### src/rtl/daq_pkg.sv
// daq_pkg: shared framing constants, scheduler state encoding and frame sizing
package daq_pkg;
   localparam logic [7:0] HDR_MARK = 8'hA5;
   localparam logic [7:0] TRL_MARK = 8'h5A;
   typedef enum logic [2:0] {IDLE, LOAD, WAIT, HDR0, HDR1, PAYLOAD, DRAIN, TRAIL} state_t;
   function automatic logic [18:0] frame_words(input logic [15:0] samples);
      return {samples, 3'b000};
   endfunction
endpackage

### src/rtl/next_enabled_ch.sv
// next_enabled_ch: next enabled channel above ch, or the lowest enabled one when first is set
module next_enabled_ch #(
   parameter int N = 6
) (
   input  logic [N-1:0] en,
   input  logic [3:0]   ch,
   input  logic         first,
   output logic [3:0]   next_ch,
   output logic         found
);
   always_comb begin
      next_ch = '0;
      found = 1'b0;
      for (int i = N - 1; i >= 0; i--)
         if (en[i] && (first || 4'(i) > ch)) begin
            next_ch = 4'(i);
            found = 1'b1;
         end
   end
endmodule

### src/rtl/daq_frame_scheduler.sv
// daq_frame_scheduler: frames each enabled channel's ingress data into the egress FIFO,
// ascending channel order, with per-frame starvation abort
module daq_frame_scheduler import daq_pkg::*; #(
   parameter int N = 6,
   parameter int TIMEOUT = 65535
) (
   input  logic                init_clk,
   input  logic                reset_n_i,
   input  logic [N-1:0]        chan_en,
   input  logic [16*(N/2)-1:0] sample_count_value,
   input  logic [N-1:0]        ingress_fifo_empty,
   input  logic [16*N-1:0]     ingress_fifo_out,
   output logic [N-1:0]        ingress_fifo_rd_en,
   input  logic                egress_fifo_full,
   output logic [15:0]         egress_fifo_din,
   output logic                egress_fifo_wren,
   output logic [15:0]         event_cnt,
   output logic                busy,
   output logic [N-1:0]        err_timeout
);
   localparam logic [15:0] TO_LAST = 16'(TIMEOUT - 1);
   state_t state, state_n;
   logic [3:0] ch, ch_n, nxt_ch;
   logic [N-1:0] en_q, en_n, ch_oh;
   logic [18:0] cnt, cnt_n;
   logic [15:0] timer, timer_n, din_n, fifo_word, field;
   logic abort, abort_n, rd_q, rd, wr_n, evt_inc, err_set, found, empty_ch;

   next_enabled_ch #(.N(N)) u_next (
      .en(state == IDLE ? chan_en : en_q),
      .ch(ch),
      .first(state == IDLE),
      .next_ch(nxt_ch),
      .found(found)
   );

   assign ch_oh = {{(N-1){1'b0}}, 1'b1} << ch;
   assign empty_ch = |(ingress_fifo_empty & ch_oh);
   assign fifo_word = 16'(ingress_fifo_out >> {ch, 4'b0000});
   assign field = 16'(sample_count_value >> {ch[3:1], 4'b0000});
   assign rd = state == PAYLOAD && !empty_ch && !egress_fifo_full && cnt != '0;
   assign ingress_fifo_rd_en = rd ? ch_oh : '0;
   assign busy = state != IDLE;

   // a read issued last cycle has its data on ingress_fifo_out now and is written regardless of full
   always_comb begin
      state_n = state;
      ch_n = ch;
      en_n = en_q;
      cnt_n = cnt;
      timer_n = timer;
      abort_n = abort;
      wr_n = rd_q;
      din_n = rd_q ? fifo_word : egress_fifo_din;
      evt_inc = 1'b0;
      err_set = 1'b0;
      case (state)
         IDLE: if (|chan_en) begin
            en_n = chan_en;
            ch_n = nxt_ch;
            state_n = LOAD;
         end
         LOAD: begin
            cnt_n = frame_words(field);
            timer_n = '0;
            abort_n = 1'b0;
            state_n = WAIT;
         end
         WAIT: if (!empty_ch) state_n = HDR0;
         else if (timer == TO_LAST) begin
            abort_n = 1'b1;
            err_set = 1'b1;
            state_n = DRAIN;
         end else timer_n = timer + 16'd1;
         HDR0: if (!egress_fifo_full) begin
            wr_n = 1'b1;
            din_n = {HDR_MARK, 4'h0, ch};
            state_n = HDR1;
         end
         HDR1: if (!egress_fifo_full) begin
            wr_n = 1'b1;
            din_n = event_cnt;
            state_n = cnt == '0 ? DRAIN : PAYLOAD;
         end
         PAYLOAD: if (rd) begin
            cnt_n = cnt - 19'd1;
            timer_n = '0;
            state_n = cnt == 19'd1 ? DRAIN : PAYLOAD;
         end else if (empty_ch) begin
            if (timer == TO_LAST) begin
               abort_n = 1'b1;
               err_set = 1'b1;
               state_n = DRAIN;
            end else timer_n = timer + 16'd1;
         end
         DRAIN: state_n = TRAIL;
         TRAIL: if (!egress_fifo_full) begin
            wr_n = 1'b1;
            din_n = {TRL_MARK, abort, 3'b000, ch};
            ch_n = found ? nxt_ch : ch;
            evt_inc = !found;
            state_n = found ? LOAD : IDLE;
         end
      endcase
   end

   always_ff @(posedge init_clk or negedge reset_n_i)
      if (!reset_n_i) begin
         state <= IDLE;
         ch <= '0;
         en_q <= '0;
         cnt <= '0;
         timer <= '0;
         abort <= 1'b0;
         rd_q <= 1'b0;
         egress_fifo_din <= '0;
         egress_fifo_wren <= 1'b0;
         event_cnt <= '0;
         err_timeout <= '0;
      end else begin
         state <= state_n;
         ch <= ch_n;
         en_q <= en_n;
         cnt <= cnt_n;
         timer <= timer_n;
         abort <= abort_n;
         rd_q <= rd;
         egress_fifo_din <= din_n;
         egress_fifo_wren <= wr_n;
         event_cnt <= event_cnt + 16'(evt_inc);
         err_timeout <= err_timeout | (err_set ? ch_oh : '0);
      end
endmodule

### config.mk
export PLATFORM = sky130hd
export DESIGN_NAME = daq_frame_scheduler
export DESIGN_NICKNAME = d
export VERILOG_FILES = /design/src/rtl/daq_pkg.sv /design/src/rtl/next_enabled_ch.sv /design/src/rtl/daq_frame_scheduler.sv
export SDC_FILE = /design/constraint.sdc
export NUM_CORES = 1
export LEC_CHECK = 0
export BUFFER_PORTS_ARGS = -buffer_cell sky130_fd_sc_hd__buf_2
export CAP_MARGIN = 5
export CORE_ASPECT_RATIO = 1.5
export CORE_MARGIN = 2
export CORE_UTILIZATION = 56
export CTS_BUF_LIST = sky130_fd_sc_hd__clkbuf_4
export CTS_CLUSTER_SIZE = 10
export DETAILED_ROUTE_END_ITERATION = 10
export PLACE_DENSITY = 0.94
export SLEW_MARGIN = 20
export SYNTH_ARGS = -nofsm -noshare
export SYNTH_HDL_FRONTEND = slang
export SYNTH_SLANG_ARGS = --single-unit
### constraint.sdc
create_clock -name init_clk -period 4.02 [get_ports init_clk]
set_input_delay 0.201 -clock init_clk [delete_from_list [all_inputs] [get_ports init_clk]]
set_output_delay 0.201 -clock init_clk [all_outputs]
set_load 0.005 [all_outputs]
==> results.yml <==
run_status:
  outcome: "completed"
detailed_routing:
  wl_um: 18900
  drt-initial-drc-count: 593
  route.detailed.drc: 0
  vias_per_cell: 6.56
  dr_total_vias: 6210
  wire_per_inst_um: 19.9
  drtAntennaViolNets: 0
  drt_pass1_iterations: 5
layout:
  layout_commonest_cell: "buf_2"
  syn_to_final_growth_pct: 21.2
  mostFrequentLayoutCells: "buf_2 (203), dfrtp_1 (86), nand2_1 (54)"
  final_area_um2: 7030
  fin_nets: 989
  drive_gt1_frac: 0.320
run:
  drv_cap: 0
timing:
  rsz0062_at_grt: "false"
  slew_viol_final: 0
  fmax_ghz: 0.294
  setup_viol: 0
  fin_tns_setup_ns: 0
  slew_headroom: 0.227
  hold_slack_ns: 0.0285
  tightest_slew_ns: 1.15
  finalHoldViolCount: 0
  finalCritPeriodShare: 0.846
  fin_skew_ns: 0.0277
  min_period_ns: 3.40
worst_setup_path:
  worstPathRequired_ns: 3.82
  critPathMaxFanout: 10
  critPathLaunchType: "register"
  arrival_ns: 3.20
  worst_setup_path_end_kind: "primary output"
  critical_path_class: "register to primary output"
grt:
  antenna_found_initial: 1
  grt_pass1_wl_um: 28600
  grt_max_degree: 47
  grtUsageTotal: 0.327
  grt_pass1_vias: 6000
  overflow: 0
floorplan:
  io_pins: 205
  row_count: 45
  dieArea_um2: 11200
  die_h_um: 129
  die_x_um: 87.1
  initial_core_util: 0.572
  core_area_um2: 10100
placed_design:
  hpwl_um: 13900
  portBuffers: 204
  gp_congestion: 0.930
  placed_area_um2: 6860
cts:
  cts_buffer_depth: 2
  cts_tree: "yes"
  h-tree-depth: 3
  numCtsBuffers: 9
  clk_pin_slew_worst_paths_ns: 0.13
  cts-root-buf: "clkbuf_4"
  clk_latency_ns: 0.48
  cts_setup_buffers: 0
  cts_sinks: 87
power_and_ir_drop:
  p_sw_frac: 0.473
  power.internal_uw: 2220
  seqPwrFrac: 0.347
  power_frac_clock: 0.109
  combPwrFrac: 0.544
  pwr_density_cell_nw_per_um2: 600
  ir_drop_v: 0.000258
  switching_power_uw: 2000
  p_total_uw: 4220
  p_leak_uw: 0.00329
synthesis:
  synthDistinctLibCells: 75
  ys_ff_latch: 87
  yosysSeqAreaShare: 0.375
  avgSynthCellArea_um2: 9.15
  synth_edf_count: 0
  syn_nets: 800
  yosysTopAreaCell: "dfrtp_1"
  ys_warn_count: 0
  synth_cells: 634
  async_flop_share: 1.00
  ys_top_cells_by_area: "dfrtp_1 (38%), mux4_2 (6.2%), o21ai_0 (3.8%)"
  syn_area_um2: 5800
  yosysTopAreaCellShare: 0.375
  yosys_most_used_dff: "dfrtp_1"
hold_path:
  hp-class: "primary input to register"
## Yosys cell counts (4+ instances only)
| library cell | n |
|---|---|
| a221o_1 | 7 |
| and2_1 | 7 |
| and3_1 | 6 |
| nor2_1 | 48 |
| nand4_1 | 5 |
| nand2_1 | 54 |
| clkbuf_1 | 26 |
| or3_1 | 11 |
| buf_1 | 4 |
| o211ai_1 | 8 |
| or4_1 | 6 |
| o22ai_1 | 5 |
| a211o_1 | 8 |
| a31oi_1 | 20 |
| buf_2 | 6 |
| a21oi_1 | 35 |
| dfrtp_1 | 87 |
| a21o_1 | 4 |
| and4_1 | 5 |
| nor3_1 | 14 |
| a31o_2 | 4 |
| o21ai_0 | 44 |
| nand3_1 | 31 |
| xnor2_1 | 9 |
| nand2b_1 | 18 |
| a22o_1 | 8 |
| mux4_2 | 16 |
| a22oi_1 | 18 |
| nor4_1 | 8 |
| inv_1 | 13 |
| mux2_2 | 5 |
| xor2_1 | 10 |
| ha_1 | 7 |
| mux2i_1 | 17 |
| o31ai_1 | 6 |
## worst paths after layout
| check | slack (ns) | end | cells past startpoint | start |
|---|---|---|---|---|
| max | 0.62 | ingress_fifo_rd_en[3] | 7 | cnt[3] |
| min | 0.03 | en_q[4] | 3 | chan_en[4] |
| max reg2reg | 0.98 | event_cnt[15] | 10 | ch[1] |
| min reg2reg | 0.48 | err_timeout[4] | 1 | err_timeout[4] |
| max in group asynchronous | 2.76 | timer[1] | 3 | reset_n_i |
| min in group asynchronous | 0.24 | err_timeout[5] | 2 | reset_n_i |
## stage by stage
step,instances,util,setup WS (ns)
final,946,0.694,0.618
after global routing,946,0.694,0.480
after CTS,944,0.693,0.695
after detailed placement,924,0.677,1.05
after global placement,924,0.677,1.22
after floorplan,634,-,1.67
## kinds of logic after synthesis
family,share of synthesized area
adder cells (fa/ha/maj),0.0151
XOR/XNOR,0.0287
AO/OA/AOI/OAI,0.231
multiplexers,0.101
buffers and inverters,0.0416
AND/OR/NAND/NOR,0.207
flip-flops,0.375
## sequential cells by signal (all words and copies together) (netlist names)
register,count
rd_q,1
en_q,5
egress_fifo_din,16
event_cnt,16
abort,1
timer,16
err_timeout,6
state,3
ch,3
cnt,19
egress_fifo_wren,1
## cell type report
type                            instances  area, um2
Antenna cell                            1       2.50
Clock buffer                            9       67.6
Clock inverter                          7       47.5
Fill cell                             781       3100
Inverter                               14       52.6
Multi-Input combinational cell        492       3390
Sequential cell                        87       2180
Tap cell                              117        146
Timing Repair Buffer                  219       1150
## worst max-delay path, cell delays in order, from the launching register on
cell,delay (ns)
dfrtp_1,0.45
or4_1,0.57
nor4_2,0.35
a31oi_1,0.23
nand3_1,0.28
clkinv_1,0.40
and3_1,0.33
buf_2,0.12
## power by group through the flow
stage / Combinational, uW / Clock [uW] / Sequential (uW)
global placement: 2160 / 0 / 1450
global route: 2490 / 499 / 1500
detailed placement: 2230 / 0 / 1460
finish: 2300 / 458 / 1460
floorplan: 1730 / 0 / 1310
CTS: 2250 / 459 / 1450
## repair_timing
action	4_1_cts	5_1_grt
gates resized for setup	0	0
hold buffers	4	1
hold endpoints to repair	44	1
## layer usage
metal / wire length (um) / track usage / vias up
met5: 0 / 0 / -
met4: 1100 / 0.233 / 0
met3: 1660 / 0.0750 / 103
met2: 9760 / 0.560 / 403
met1: 6340 / 0.348 / 2913
li1: - / - / 2791
Note: power is estimated with default switching activity, not from simulation.
